## config.mk

```make
export PLATFORM = sky130hd
export DESIGN_NAME = mac_stream_tx
export DESIGN_NICKNAME = d
export VERILOG_FILES = /design/src/rtl/mac_stream_pkg.sv /design/src/rtl/mac_stream_fifo.sv /design/src/rtl/mac_stream_tx.sv
export SDC_FILE = /design/constraint.sdc
export NUM_CORES = 1
export LEC_CHECK = 0
export CORE_ASPECT_RATIO = 1.25
export CORE_MARGIN = 2
export CORE_UTILIZATION = 40
export CTS_BUF_LIST = sky130_fd_sc_hd__clkbuf_8
export CTS_CLUSTER_DIAMETER = 60
export CTS_CLUSTER_SIZE = 14
export DETAILED_ROUTE_END_ITERATION = 10
export PLACE_DENSITY = 0.64
export RECOVER_POWER = 50
export SETUP_SLACK_MARGIN = 0.2
export SYNTH_ARGS = -nofsm -noshare
export SYNTH_HDL_FRONTEND = slang
export SYNTH_HIERARCHICAL = 1
export SYNTH_SLANG_ARGS = --single-unit
```

## constraint.sdc

```tcl
create_clock -name clk -period 6.37 [get_ports clk]
set_clock_uncertainty 0.15 [all_clocks]
set_input_delay 1.5925 -clock clk [delete_from_list [all_inputs] [get_ports clk]]
set_output_delay 1.5925 -clock clk [all_outputs]
set_load 0.005 [all_outputs]
```

## src/rtl/mac_stream_pkg.sv

```systemverilog
// Shared types and the reference MAC function for the 3-beat MAC stream initiator.
package mac_stream_pkg;

  typedef enum logic [2:0] {
    IDLE,
    BEAT_A,
    BEAT_B,
    BEAT_C,
    WAIT_RSP,
    GAP
  } state_t;

  typedef struct packed {
    logic [7:0] a;
    logic [7:0] b;
    logic [7:0] c;
  } triple_t;

  localparam int BEATS = 3;

  // Full-width product and sum, then truncated, so wrap-around matches the receiver.
  function automatic logic [7:0] mac8(input logic [7:0] a, input logic [7:0] b,
                                      input logic [7:0] c);
    logic [15:0] prod;
    logic [16:0] sum;
    prod = 16'(a) * 16'(b);
    sum  = 17'(prod) + 17'(c);
    return 8'(sum);
  endfunction

endpackage

```

## src/rtl/mac_stream_fifo.sv

```systemverilog
// Request FIFO of operand triples; extra pointer bit separates full from empty.
module mac_stream_fifo
  import mac_stream_pkg::*;
#(
  parameter int DEPTH = 4
) (
  input  logic    clk,
  input  logic    rst,
  input  logic    push,
  input  logic    pop,
  input  triple_t din,
  output triple_t dout,
  output logic    full,
  output logic    empty
);

  localparam int AW = $clog2(DEPTH);

  triple_t        mem [DEPTH];
  logic    [AW:0] wr_ptr;
  logic    [AW:0] rd_ptr;

  always_ff @(posedge clk) begin
    if (push) mem[wr_ptr[AW-1:0]] <= din;
  end

  always_ff @(posedge clk or posedge rst) begin
    if (rst) begin
      wr_ptr <= '0;
      rd_ptr <= '0;
    end else begin
      if (push) wr_ptr <= wr_ptr + 1'b1;
      if (pop)  rd_ptr <= rd_ptr + 1'b1;
    end
  end

  assign dout  = mem[rd_ptr[AW-1:0]];
  assign empty = (wr_ptr == rd_ptr);
  assign full  = (wr_ptr[AW] != rd_ptr[AW]) && (wr_ptr[AW-1:0] == rd_ptr[AW-1:0]);

endmodule

```

## src/rtl/mac_stream_tx.sv

```systemverilog
// Initiator end of the MAC stream: serialises queued triples as three beats and
// checks each receiver result against a locally computed (a*b+c) mod 256.
module mac_stream_tx #(
  parameter int DEPTH   = 4,
  parameter int GAP     = 1,
  parameter int TIMEOUT = 4
) (
  input  logic       clk,
  input  logic       rst,
  input  logic       req_valid,
  output logic       req_ready,
  input  logic [7:0] req_a,
  input  logic [7:0] req_b,
  input  logic [7:0] req_c,
  output logic       tx_valid,
  output logic [7:0] tx_data,
  input  logic       rx_valid,
  input  logic [7:0] rx_data,
  output logic       rsp_valid,
  output logic [7:0] rsp_data,
  output logic [7:0] rsp_exp,
  output logic       rsp_err,
  output logic       rsp_mismatch,
  output logic       busy
);
  import mac_stream_pkg::*;

  localparam int WW = $clog2(TIMEOUT + 1);
  localparam int GW = $clog2(GAP + 1);

  state_t          state;
  triple_t         work;
  triple_t         head;
  triple_t         req_triple;
  logic            full;
  logic            empty;
  logic            push;
  logic            pop;
  logic [WW-1:0]   wait_cnt;
  logic [GW-1:0]   gap_cnt;

  assign req_triple = '{a: req_a, b: req_b, c: req_c};
  assign req_ready  = !full;
  assign push       = req_valid && req_ready;
  assign pop        = (state == IDLE) && !empty;
  assign busy       = (state != IDLE) || !empty;

  mac_stream_fifo #(.DEPTH(DEPTH)) u_fifo (
    .clk   (clk),
    .rst   (rst),
    .push  (push),
    .pop   (pop),
    .din   (req_triple),
    .dout  (head),
    .full  (full),
    .empty (empty)
  );

  // The GAP state is named through the package because the module parameter shadows it.
  always_ff @(posedge clk or posedge rst) begin
    if (rst) begin
      state        <= IDLE;
      work         <= '0;
      wait_cnt     <= '0;
      gap_cnt      <= '0;
      tx_valid     <= 1'b0;
      tx_data      <= '0;
      rsp_valid    <= 1'b0;
      rsp_data     <= '0;
      rsp_exp      <= '0;
      rsp_err      <= 1'b0;
      rsp_mismatch <= 1'b0;
    end else begin
      rsp_valid <= 1'b0;
      case (state)
        IDLE: begin
          if (!empty) begin
            work     <= head;
            rsp_exp  <= mac8(head.a, head.b, head.c);
            tx_valid <= 1'b1;
            tx_data  <= head.a;
            state    <= BEAT_A;
          end
        end
        BEAT_A: begin
          tx_data <= work.b;
          state   <= BEAT_B;
        end
        BEAT_B: begin
          tx_data <= work.c;
          state   <= BEAT_C;
        end
        BEAT_C: begin
          tx_valid <= 1'b0;
          tx_data  <= '0;
          wait_cnt <= '0;
          state    <= WAIT_RSP;
        end
        // A result arriving on the final wait cycle still wins over the timeout.
        WAIT_RSP: begin
          if (rx_valid) begin
            rsp_valid    <= 1'b1;
            rsp_data     <= rx_data;
            rsp_err      <= 1'b0;
            rsp_mismatch <= (rx_data != rsp_exp);
            gap_cnt      <= '0;
            state        <= mac_stream_pkg::GAP;
          end else if (wait_cnt == WW'(TIMEOUT - 1)) begin
            rsp_valid    <= 1'b1;
            rsp_data     <= '0;
            rsp_err      <= 1'b1;
            rsp_mismatch <= 1'b0;
            gap_cnt      <= '0;
            state        <= mac_stream_pkg::GAP;
          end else begin
            wait_cnt <= wait_cnt + 1'b1;
          end
        end
        mac_stream_pkg::GAP: begin
          if (gap_cnt == GW'(GAP - 1)) state <= IDLE;
          else                         gap_cnt <= gap_cnt + 1'b1;
        end
        default: state <= IDLE;
      endcase
    end
  end

endmodule

```

==> run summary <==
FLOORPLAN
-----------------------------------------------------------------------------------------
Starting utilization of the core area                                              40.79%
I/O pin count                                                                          66
Horiz. Die Dim                                                                   123.5 um
Number of placement rows                                                               54
Die outline area                                                               18940 um^2
Standard cell core area                                                        17500 um^2
Die Y                                                                            153.4 um

TIMING
-----------------------------------------------------------------------------------------
Number of setup violations in the final report                                          0
Least-Margin Pin Slew                                                            1.920 ns
Number of endpoints with negative hold slack in the final report                        0
Max transition margin                                                             -28.15%
Max-slew violation count                                                               51
Clock period minus worst slack                                                   5.112 ns
Unrepaired setup endpoints after global routing                                     false
Final clock period utilization by the worst path                                   80.25%
Highest clock rate                                                              195.6 MHz
Total negative setup slack                                                           0 ns

WORST SETUP PATH
-----------------------------------------------------------------------------------------
End of the worst register-to-register path                                   rsp_exp[7]$_DFFE_PP0P_
Logic depth of the worst register-to-register path                                     16
Crit start category                                                              register
Max incr delay on CP                                                              0.93 ns
Buffering stage count on the worst path with inverters included                         4
Kind of cell with the highest combined delay on the critical path             adder cells
Critical Path End Type                                                           register
Crit path cell chain                                                         clkbuf_1 > mux4_1 > nand2_1 > fa_1 > inv_1 > fa_1 > ha_1 > inv_1 > fa_1 > inv_1 > ha_1 > a21o_1 > a21oi_1 > xnor2_2 > xnor2_1 > a21oi_1
RR Startpoint                                                                u_fifo/rd_ptr[1]$_DFFE_PP0P_
WP data arrival                                                                   5.29 ns
Largest fanout on the critical path                                                    20
Type of the worst setup path                                                      reg2reg
Required time at the worst-slack endpoint                                         6.54 ns
Critical-path top delay cell                                                      dfrtp_1
Minimum setup slack among reg-to-reg paths                                        1.26 ns

LAYOUT
-----------------------------------------------------------------------------------------
Count of placed standard cells in the final layout, fillers left out                  808
Ratio of cells with drive above 1 in the final layout                              9.932%
Finished Core Util                                                                 47.76%
Final layout net count                                                                649
Antenna cells                                                                           0
Most common cell after layout, fill and taps aside                               edfxtp_1
Finished Cell Area                                                              8358 um^2
Growth of design area from synthesis to finish                                     17.09%
Most used cells in the layout excluding fill and tap cells                   96 x edfxtp_1, 56 x dfrtp_1, 52 x inv_1, 52 x nand2_1, 39 x clkdlybuf4s50_1

HOLD PATH
-----------------------------------------------------------------------------------------
Path category of the worst min-delay check                                        reg2reg
Hold Path End                                                                rsp_mismatch$_DFFE_PP0P_
Hold Path Depth                                                                         2
Worst Min Path Start                                                         rsp_mismatch$_DFFE_PP0P_

OUTCOME
-----------------------------------------------------------------------------------------
Failing checks                                                               capacitance limit, slew limit
Run status                                                                   complete, but fails checks

ROUTE
-----------------------------------------------------------------------------------------
Number of nets still failing antenna checks after routing                               0
Iteration count of the initial detailed-routing pass                                    4
Vias after detailed routing                                                          4068
Post-detailed-route via-to-cell ratio                                               5.035
Number of DRC markers after the initial detailed-route iteration                      191
DRC                                                                                     0
Detailed-route wire length per cell                                              17.00 um
Detailed Route WL                                                                13740 um

SYNTHESIS
-----------------------------------------------------------------------------------------
Primary FF master, synth                                                         edfxtp_1
Warnings from Yosys                                                                     6
Nets in the synthesized netlist                                                       575
Proportion of register bits with asynchronous set or reset after synthesis         36.84%
Number of distinct library cells after synthesis                                       41
Share of the yosys chip area belonging to registers                                60.02%
Summed instance area of the synthesized netlist                                 7138 um^2
Register bit total from synthesis                                                     152
Post-synthesis cell count                                                             497
Syn_area_per_cell                                                              14.36 um^2
Count of flip-flops with a built-in enable after synthesis                             96

GRT
-----------------------------------------------------------------------------------------
Remaining global-route overflow                                                         0
Global-route wire length before repair                                           22340 um
Vias in the first global route                                                       4325
Overall routing resource usage                                                     15.79%
Number of antenna violations at the first check in global routing                       0
Maximum number of pins on one net before global-route repair                           51

CLOCK TREE
-----------------------------------------------------------------------------------------
Maximum clock insertion buffer count                                                    2
Clock tree from TritonCTS                                                            done
Clock latency at the later pin of the worst-skew pair                             0.45 ns
CTS sink count                                                                        152
# Post-CTS Setup Buffers                                                                0
CTS buffer count                                                                       17
Reg clk slew, reported paths                                                      0.08 ns
Count of instances resized after the clock tree is built                                0
Clk Tree Root Cell                                                               clkbuf_8
Number of buffers added to fix hold violations after cts                                0
Maximum level of the CTS H-tree                                                         4

FLOW RUN
-----------------------------------------------------------------------------------------
Max-cap violations                                                                      1

PLACE
-----------------------------------------------------------------------------------------
Count of input and output buffers                                                      65
Cell area after placement                                                       8001 um^2
Placed instance count                                                                 776
Estimated wirelength of the detail-placed design                                  9727 um
Final weighted congestion in routability-driven placement                          0.8462

[metrics by stage]
step                setup slack [ns]  hold slack [ns]
floorplan                      1.756           0.3084
global placement               1.275           0.3128
detailed placement             1.233           0.3215
CTS                            1.217           0.3410
global route                  0.9240           0.3581
finish                         1.258           0.3318
[kinds of logic after synthesis]
logic type / after synthesis / share of synthesized area, %
simple gates: 93 / 6.083
flops: 152 / 60.02
fa+ha+maj: 42 / 9.255
buf+inv: 70 / 4.522
xor+xnor: 34 / 4.382
compound gates: 66 / 5.329
mux: 40 / 10.41
[routing by layer]
metal	part of all wire (%)	wire (um)	global-route usage, %	up-vias
met5	0	0	0	-
li1	-	-	-	1906
met3	3.5	479	4.030	25
met4	2.3	320	6.385	0
met2	52	7202	27.37	77
met1	42	5733	18.40	2060
[sequential cells by signal (all words and copies together), names as in the netlist]
| register | cells |
|---|---|
| rsp_mismatch | 1 |
| rsp_exp | 8 |
| rsp_err | 1 |
| u_fifo/mem | 96 |
| rsp_valid | 1 |
| wait_cnt | 3 |
| u_fifo/rd_ptr | 3 |
| state | 3 |
| tx_data | 8 |
| work | 16 |
| tx_valid | 1 |
| u_fifo/wr_ptr | 3 |
| rsp_data | 8 |
[synth_stat cells (2+ instances only)]
cell | count | area (um^2)
a21oi_1 | 23 | 115.1
ha_1 | 24 | 300.3
o21ai_0 | 5 | 25.02
mux4_1 | 6 | 157.7
xor2_1 | 7 | 61.31
a21o_1 | 2 | 15.01
xnor2_1 | 25 | 219.0
nor2_1 | 10 | 37.54
buf_12 | 2 | 40.04
o21ai_1 | 18 | 90.09
nand4_1 | 2 | 12.51
nand2_2 | 2 | 12.51
xnor2_2 | 2 | 32.53
dfrtp_1 | 56 | 1401
edfxtp_1 | 96 | 2883
nor3_1 | 4 | 20.02
buf_2 | 7 | 35.03
clkbuf_1 | 4 | 15.01
a22o_1 | 8 | 70.07
inv_2 | 2 | 7.510
o22ai_1 | 7 | 43.79
mux2_1 | 15 | 168.9
mux4_2 | 18 | 405.4
nand2_1 | 52 | 195.2
nand2b_1 | 2 | 12.51
inv_1 | 50 | 187.7
fa_1 | 18 | 360.4
and2_1 | 15 | 93.84
buf_4 | 3 | 22.52
[cell type report]
cell class | instances | area (um^2)
clock buffer | 17 | 234.0
clock inverter | 15 | 137.6
fill | 1545 | 9141
inverter | 52 | 195.2
multi-input combinational | 275 | 2520
sequential | 152 | 4284
tap | 224 | 280.3
timing repair buffer | 73 | 706.9
[worst reg2reg max path, stage by stage, from the launching register on]
cell and delay, ns:
dfrtp_1 0.93, clkbuf_1 0.40, mux4_1 0.46, nand2_1 0.14
fa_1 0.43, inv_1 0.09, fa_1 0.42, ha_1 0.29
inv_1 0.05, fa_1 0.52, inv_1 0.04, ha_1 0.32
a21o_1 0.17, a21oi_1 0.22, xnor2_2 0.14, xnor2_1 0.13
a21oi_1 0.08
[worst max-delay path by stage]
stage | startpoint | depth (start not counted) | slack, ns | endpoint
final | u_fifo/rd_ptr[1]$_DFFE_PP0P_ | 16 | 1.26 | rsp_exp[7]$_DFFE_PP0P_
after global routing | u_fifo/rd_ptr[1]$_DFFE_PP0P_ | 15 | 0.92 | rsp_exp[7]$_DFFE_PP0P_
after CTS | u_fifo/rd_ptr[0]$_DFFE_PP0P_ | 16 | 1.22 | rsp_exp[7]$_DFFE_PP0P_
after detailed placement | u_fifo/rd_ptr[0]$_DFFE_PP0P_ | 16 | 1.23 | rsp_exp[7]$_DFFE_PP0P_
after global placement | u_fifo/rd_ptr[0]$_DFFE_PP0P_ | 16 | 1.28 | rsp_exp[7]$_DFFE_PP0P_
after floorplan | u_fifo/rd_ptr[0]$_DFFE_PP0P_ | 19 | 1.76 | rsp_exp[7]$_DFFE_PP0P_
Power is left out: the tool's default activity adds up to more than one toggle a clock period on the data nets, which glitch-free logic cannot reach.
==> patch 1, RTL diff (config.mk and constraints unchanged) <==
Reset style: synchronous (`rst`), changed in 2 clocked blocks.
--- a/src/rtl/mac_stream_fifo.sv
+++ b/src/rtl/mac_stream_fifo.sv
@@ -24,7 +24,7 @@
     if (push) mem[wr_ptr[AW-1:0]] <= din;
   end
 
-  always_ff @(posedge clk or posedge rst) begin
+  always_ff @(posedge clk) begin
     if (rst) begin
       wr_ptr <= '0;
       rd_ptr <= '0;
--- a/src/rtl/mac_stream_tx.sv
+++ b/src/rtl/mac_stream_tx.sv
@@ -57,7 +57,7 @@
   );
 
   // The GAP state is named through the package because the module parameter shadows it.
-  always_ff @(posedge clk or posedge rst) begin
+  always_ff @(posedge clk) begin
     if (rst) begin
       state        <= IDLE;
       work         <= '0;
Check against the original RTL: differs if rst is asserted again (counterexample within 4 cycles, from zero or initial values and one cycle with rst high); with rst held inactive, the same outputs for 4 cycles.
==> patch 1 against the original RTL <==
  * The run still ends with capacitance limit, slew limit left
  * Sequential cell count rose by 2
  * Worst setup slack got worse by 90 ps
  * Area after synthesis fell by 0.44%
  * Final area fell by 1.2%
  * Wire length rose by 1.2%
  * Critical path type unchanged
  * Critical endpoint is now rsp_exp[7]
  * Highest routed layer unchanged
==> patch 1: results <==
group,metric,value,unit
logic_synthesis,synthTopCellsByCount,"96 x edfxtp_1, 87 x nand2_1, 58 x dfxtp_1",
run,maxCapViolCount,1,
grt,grt_pass1_vias,4376,
finish,drive_gt1_share,11.94,%
logic_synthesis,synth-seq-area-share,56.90,%
setup_path,worstReg2RegEnd,"rsp_exp[7]",
sta,fin_crit_sh,81.67,%
cts,clockRootBuffer,"clkbuf_8",
cts,cts_setup_buffers,0,
setup_path,worstPathArrival,5250,ps
run_status,violations,"capacitance limit, slew limit",
grt,grt_pass1_wl,22370,µm
finish,fin_cells,844,
logic_synthesis,async_flop_share,0,%
setup_path,critPathMaxStageDelay,690,ps
logic_synthesis,synth_cells,544,
cts,cts_resized,0,
setup_path,crit_type,"reg -> reg",
setup_path,path_max_fanout,16,
setup_path,slowest_stage,"dfxtp_1",
placement,postPlaceCellArea,0.007895,mm²
logic_synthesis,synthTopCellsByArea,"edfxtp_1 41%, dfxtp_1 16%, mux4_2 6.3%",
cts,ctsHoldBuffers,0,
placement,dpl_worst_slack,1194,ps
routing,routed_wl,13890,µm
power,leakage,2.945,nW
finish,n_antenna_cell,0,
logic_synthesis,yosysUniqueCellTypes,45,
grt,grt_usage,15.55,%
routing,dr_total_vias,4289,
placement,finalWeightedCongestion,0.8325,
setup_path,critPathTopFamily,"adder cells",
logic_synthesis,synth_nets,622,
finish,largest_reg_flops,96,
routing,drt_iter0_markers,179,
placement,dp.cells,813,
grt,grt_start_max_net_pins,58,
setup_path,worstRegToRegCells,17,
placement,dp_hpwl,9720,µm
power,ir_drop,0.2573,mV
sta,setup_viol,0,
sta,maxSlewViolCount,58,
sta,tightest_slew,2695,ps
cts,numCtsBuffers,17,
finish,nets,686,
cts,path_clk_slew,80,ps
routing,drtPass1Iterations,4,
run_status,outcome,"finished with violations",
-- patch 1: cell types whose count changed in the layout (fill, tap and decap cells not counted), moves of 8 or more --
cell	delta
mux2_1	-15
dfrtp_1	-56
nor2_1	+11
dfxtp_1	+58
inv_1	-11
a21oi_2	+12
a2bb2oi_1	+8
o21ai_1	-17
a22o_1	-8
nand2_1	+35
o221ai_1	+8
-- patch 1: cell type report --
class / instances / area, µm²
clock buffers: 17 / 234.0
clock inverters: 14 / 135.1
fillers: 1568 / 9173
inverters: 43 / 168.9
multi-input cells: 321 / 2695
flip-flops and latches: 154 / 4044
well taps: 224 / 280.3
repair buffers: 71 / 701.9
-- patch 1: power groups by stage --
stage,logic (W),registers [W],clock network (W)
global placement,0.00240,0.00131,0
global route,0.00277,0.00131,0.000749
CTS,0.00250,0.00129,0.000714
detailed placement,0.00245,0.00131,0
floorplan,0.00196,0.00127,0
finish,0.00245,0.00129,0.000695
-- patch 1: layer usage --
metal	wire, µm	vias up	track usage (%)
met2	7577	89	27.94
li1	-	2046	-
met5	0	-	0
met3	494	18	2.985
met1	5621	2136	18.27
met4	201	0	5.249
-- patch 1: cells by family after synthesis --
family	count (synthesis)	share of synthesized area, %
flops	154	56.90
xor+xnor	32	3.944
compound gates	78	7.870
fa+ha+maj	42	9.296
simple gates	143	8.768
buf+inv	69	5.123
mux	26	8.099
-- patch 1: how the worst min path moves through the flow --
stage                       startpoint      endpoint  slack (ps)  cells after the start
after floorplan               work[15]      work[15]         290                      2
after global placement    rsp_mismatch  rsp_mismatch         290                      2
after detailed placement    tx_data[3]    tx_data[3]         300                      2
after CTS                   tx_data[3]    tx_data[3]         310                      2
after global routing        tx_data[4]    tx_data[4]         330                      2
final                       tx_data[3]    tx_data[3]         310                      2
==> patch 2, RTL diff (same flow settings) <==
Made on the original files. `DEPTH` is set to 4 in 2 places; all go to 8.
--- a/src/rtl/mac_stream_fifo.sv
+++ b/src/rtl/mac_stream_fifo.sv
@@ -2,7 +2,7 @@
 module mac_stream_fifo
   import mac_stream_pkg::*;
 #(
-  parameter int DEPTH = 4
+  parameter int DEPTH = 8
 ) (
   input  logic    clk,
   input  logic    rst,
--- a/src/rtl/mac_stream_tx.sv
+++ b/src/rtl/mac_stream_tx.sv
@@ -1,7 +1,7 @@
 // Initiator end of the MAC stream: serialises queued triples as three beats and
 // checks each receiver result against a locally computed (a*b+c) mod 256.
 module mac_stream_tx #(
-  parameter int DEPTH   = 4,
+  parameter int DEPTH   = 8,
   parameter int GAP     = 1,
   parameter int TIMEOUT = 4
 ) (
Check against the original RTL: not equivalent (Yosys sat finds a counterexample within 10 cycles, from zero or initial values and one cycle with rst high).
==> patch 2 against the original RTL <==
  * The flow still finishes with violations (capacitance limit, slew limit)
  * Synthesized cell count up 33%
  * Sequential cell count increased by 98
  * Count of clock-buffer cells in the layout up 6
  * Area after synthesis grew 56%
  * Wire length rose by 57%
  * Final area rose by 50%
  * Worst setup slack worse by 510 ps
  * Largest cell class unchanged
  * Highest routed layer is now met5
Power is left out: the tool's default activity adds up to more than one toggle a clock period on the data nets, which glitch-free logic cannot reach.
==> patch 2: results <==
group,metric,value,unit
placement,finalWeightedCongestion,0.7624,
cts,cts_htree_levels,1,
grt,grt_pass1_vias,6052,
cts,clkLatencyLatePin,530,ps
cts,path_clk_slew,90,ps
setup_path,critPathTopFamily,"adder cells",
setup_path,path_max_fanout,36,
logic_synthesis,synthTopCellsByArea,"edfxtp_1 52%, dfrtp_1 13%, mux4_1 11%",
grt,grt_start_max_net_pins,51,
routing,routed_wl,21570,µm
finish,nFillCells,2355,
logic_synthesis,async_flop_share,23.20,%
logic_synthesis,synth_cells,663,
run_status,outcome,"finished with violations",
setup_path,critPathMaxStageDelay,1260,ps
logic_synthesis,synthTopCellsByCount,"192 x edfxtp_1, 58 x dfrtp_1, 54 x nand2_1",
cts,clockRootBuffer,"clkbuf_8",
routing,drtPass1Iterations,4,
logic_synthesis,ys_warn_count,6,
logic_synthesis,yosysUniqueCellTypes,40,
finish,fin_cells,1099,
grt,grt_usage,14.86,%
setup_path,worstRegToRegCells,17,
cts,cts_resized,0,
routing,drt_iter0_markers,325,
cts,cts_setup_buffers,0,
logic_synthesis,synth-edff-count,192,
placement,port_buffers,65,
cts,numCtsBuffers,22,
min_path,min_path_type,"reg -> reg",
logic_synthesis,synth-seq-area-share,64.92,%
sta,maxSlewViolCount,51,
setup_path,slowest_stage,"dfrtp_1",
finish,n_antenna_cell,0,
sta,relSlewSlack,-28.08,%
logic_synthesis,synth_most_common_cell,"edfxtp_1",
routing,dr_total_vias,5724,
min_path,hold_depth,2,
logic_synthesis,synthFlopType,"edfxtp_1",
run_status,violations,"capacitance limit, slew limit",
logic_synthesis,synth_nets,738,
grt,antenna_found_initial,2,
placement,dp_hpwl,13670,µm
cts,clockBufferDepth,3,
setup_path,worstPathArrival,5850,ps
finish,nets,814,
finish,largest_reg_flops,192,
grt,grt_pass1_wl,33760,µm
placement,postPlaceCellArea,0.01218,mm²
run,maxCapViolCount,1,
placement,dpl_worst_slack,995.4,ps
finish,drive_gt1_share,11.08,%
[patch 2: layout make-up]
type	instances	area (µm²)	area share, %
Clock buffer	23	316.6	2.519
Tap cell	350	437.9	3.485
Inverter	51	191.4	1.524
Sequential cell	250	7218	57.45
Timing Repair Buffer	81	767.0	6.104
Multi-Input combinational cell	333	3558	28.32
Clock inverter	11	75.07	0.5975
[patch 2: worst reg2reg max path: cells and delay by family (launching register included)]
kind                     cells  cell delay, ps
buffers and inverters        5             680
adder cells (fa/ha/maj)      5            2170
flip-flops                   1            1260
multiplexers                 2             630
AO/OA/AOI/OAI                3             270
XOR/XNOR                     2             300
[patch 2: routing by layer]
| metal | vias to the layer above | GRT usage [%] | share of wire [%] |
|---|---|---|---|
| li1 | 2628 | - | - |
| met3 | 37 | 2.205 | 4.7 |
| met5 | - | 0 | 0.051 |
| met2 | 134 | 26.79 | 52 |
| met1 | 2923 | 18.67 | 41 |
| met4 | 2 | 4.238 | 2.3 |
[patch 2: final timing paths]
kind	start	endpoint	slack, ps
setup / recovery	u_fifo/rd_ptr[2]	rsp_exp[7]	740
hold / removal	rsp_mismatch	rsp_mismatch	340
setup reg to reg	u_fifo/rd_ptr[2]	rsp_exp[7]	740
hold reg to reg	rsp_mismatch	rsp_mismatch	340
max in group asynchronous	rst	rsp_data[3]	2920
min in group asynchronous	rst	u_fifo/wr_ptr[3]	1350
[patch 2: cells by family after synthesis]
family / Yosys count / synth area share [%]
compound gates: 65 / 3.377
flops: 250 / 64.92
mux: 89 / 15.46
simple gates: 103 / 4.311
buf+inv: 80 / 3.275
xor+xnor: 37 / 3.050
fa+ha+maj: 39 / 5.605
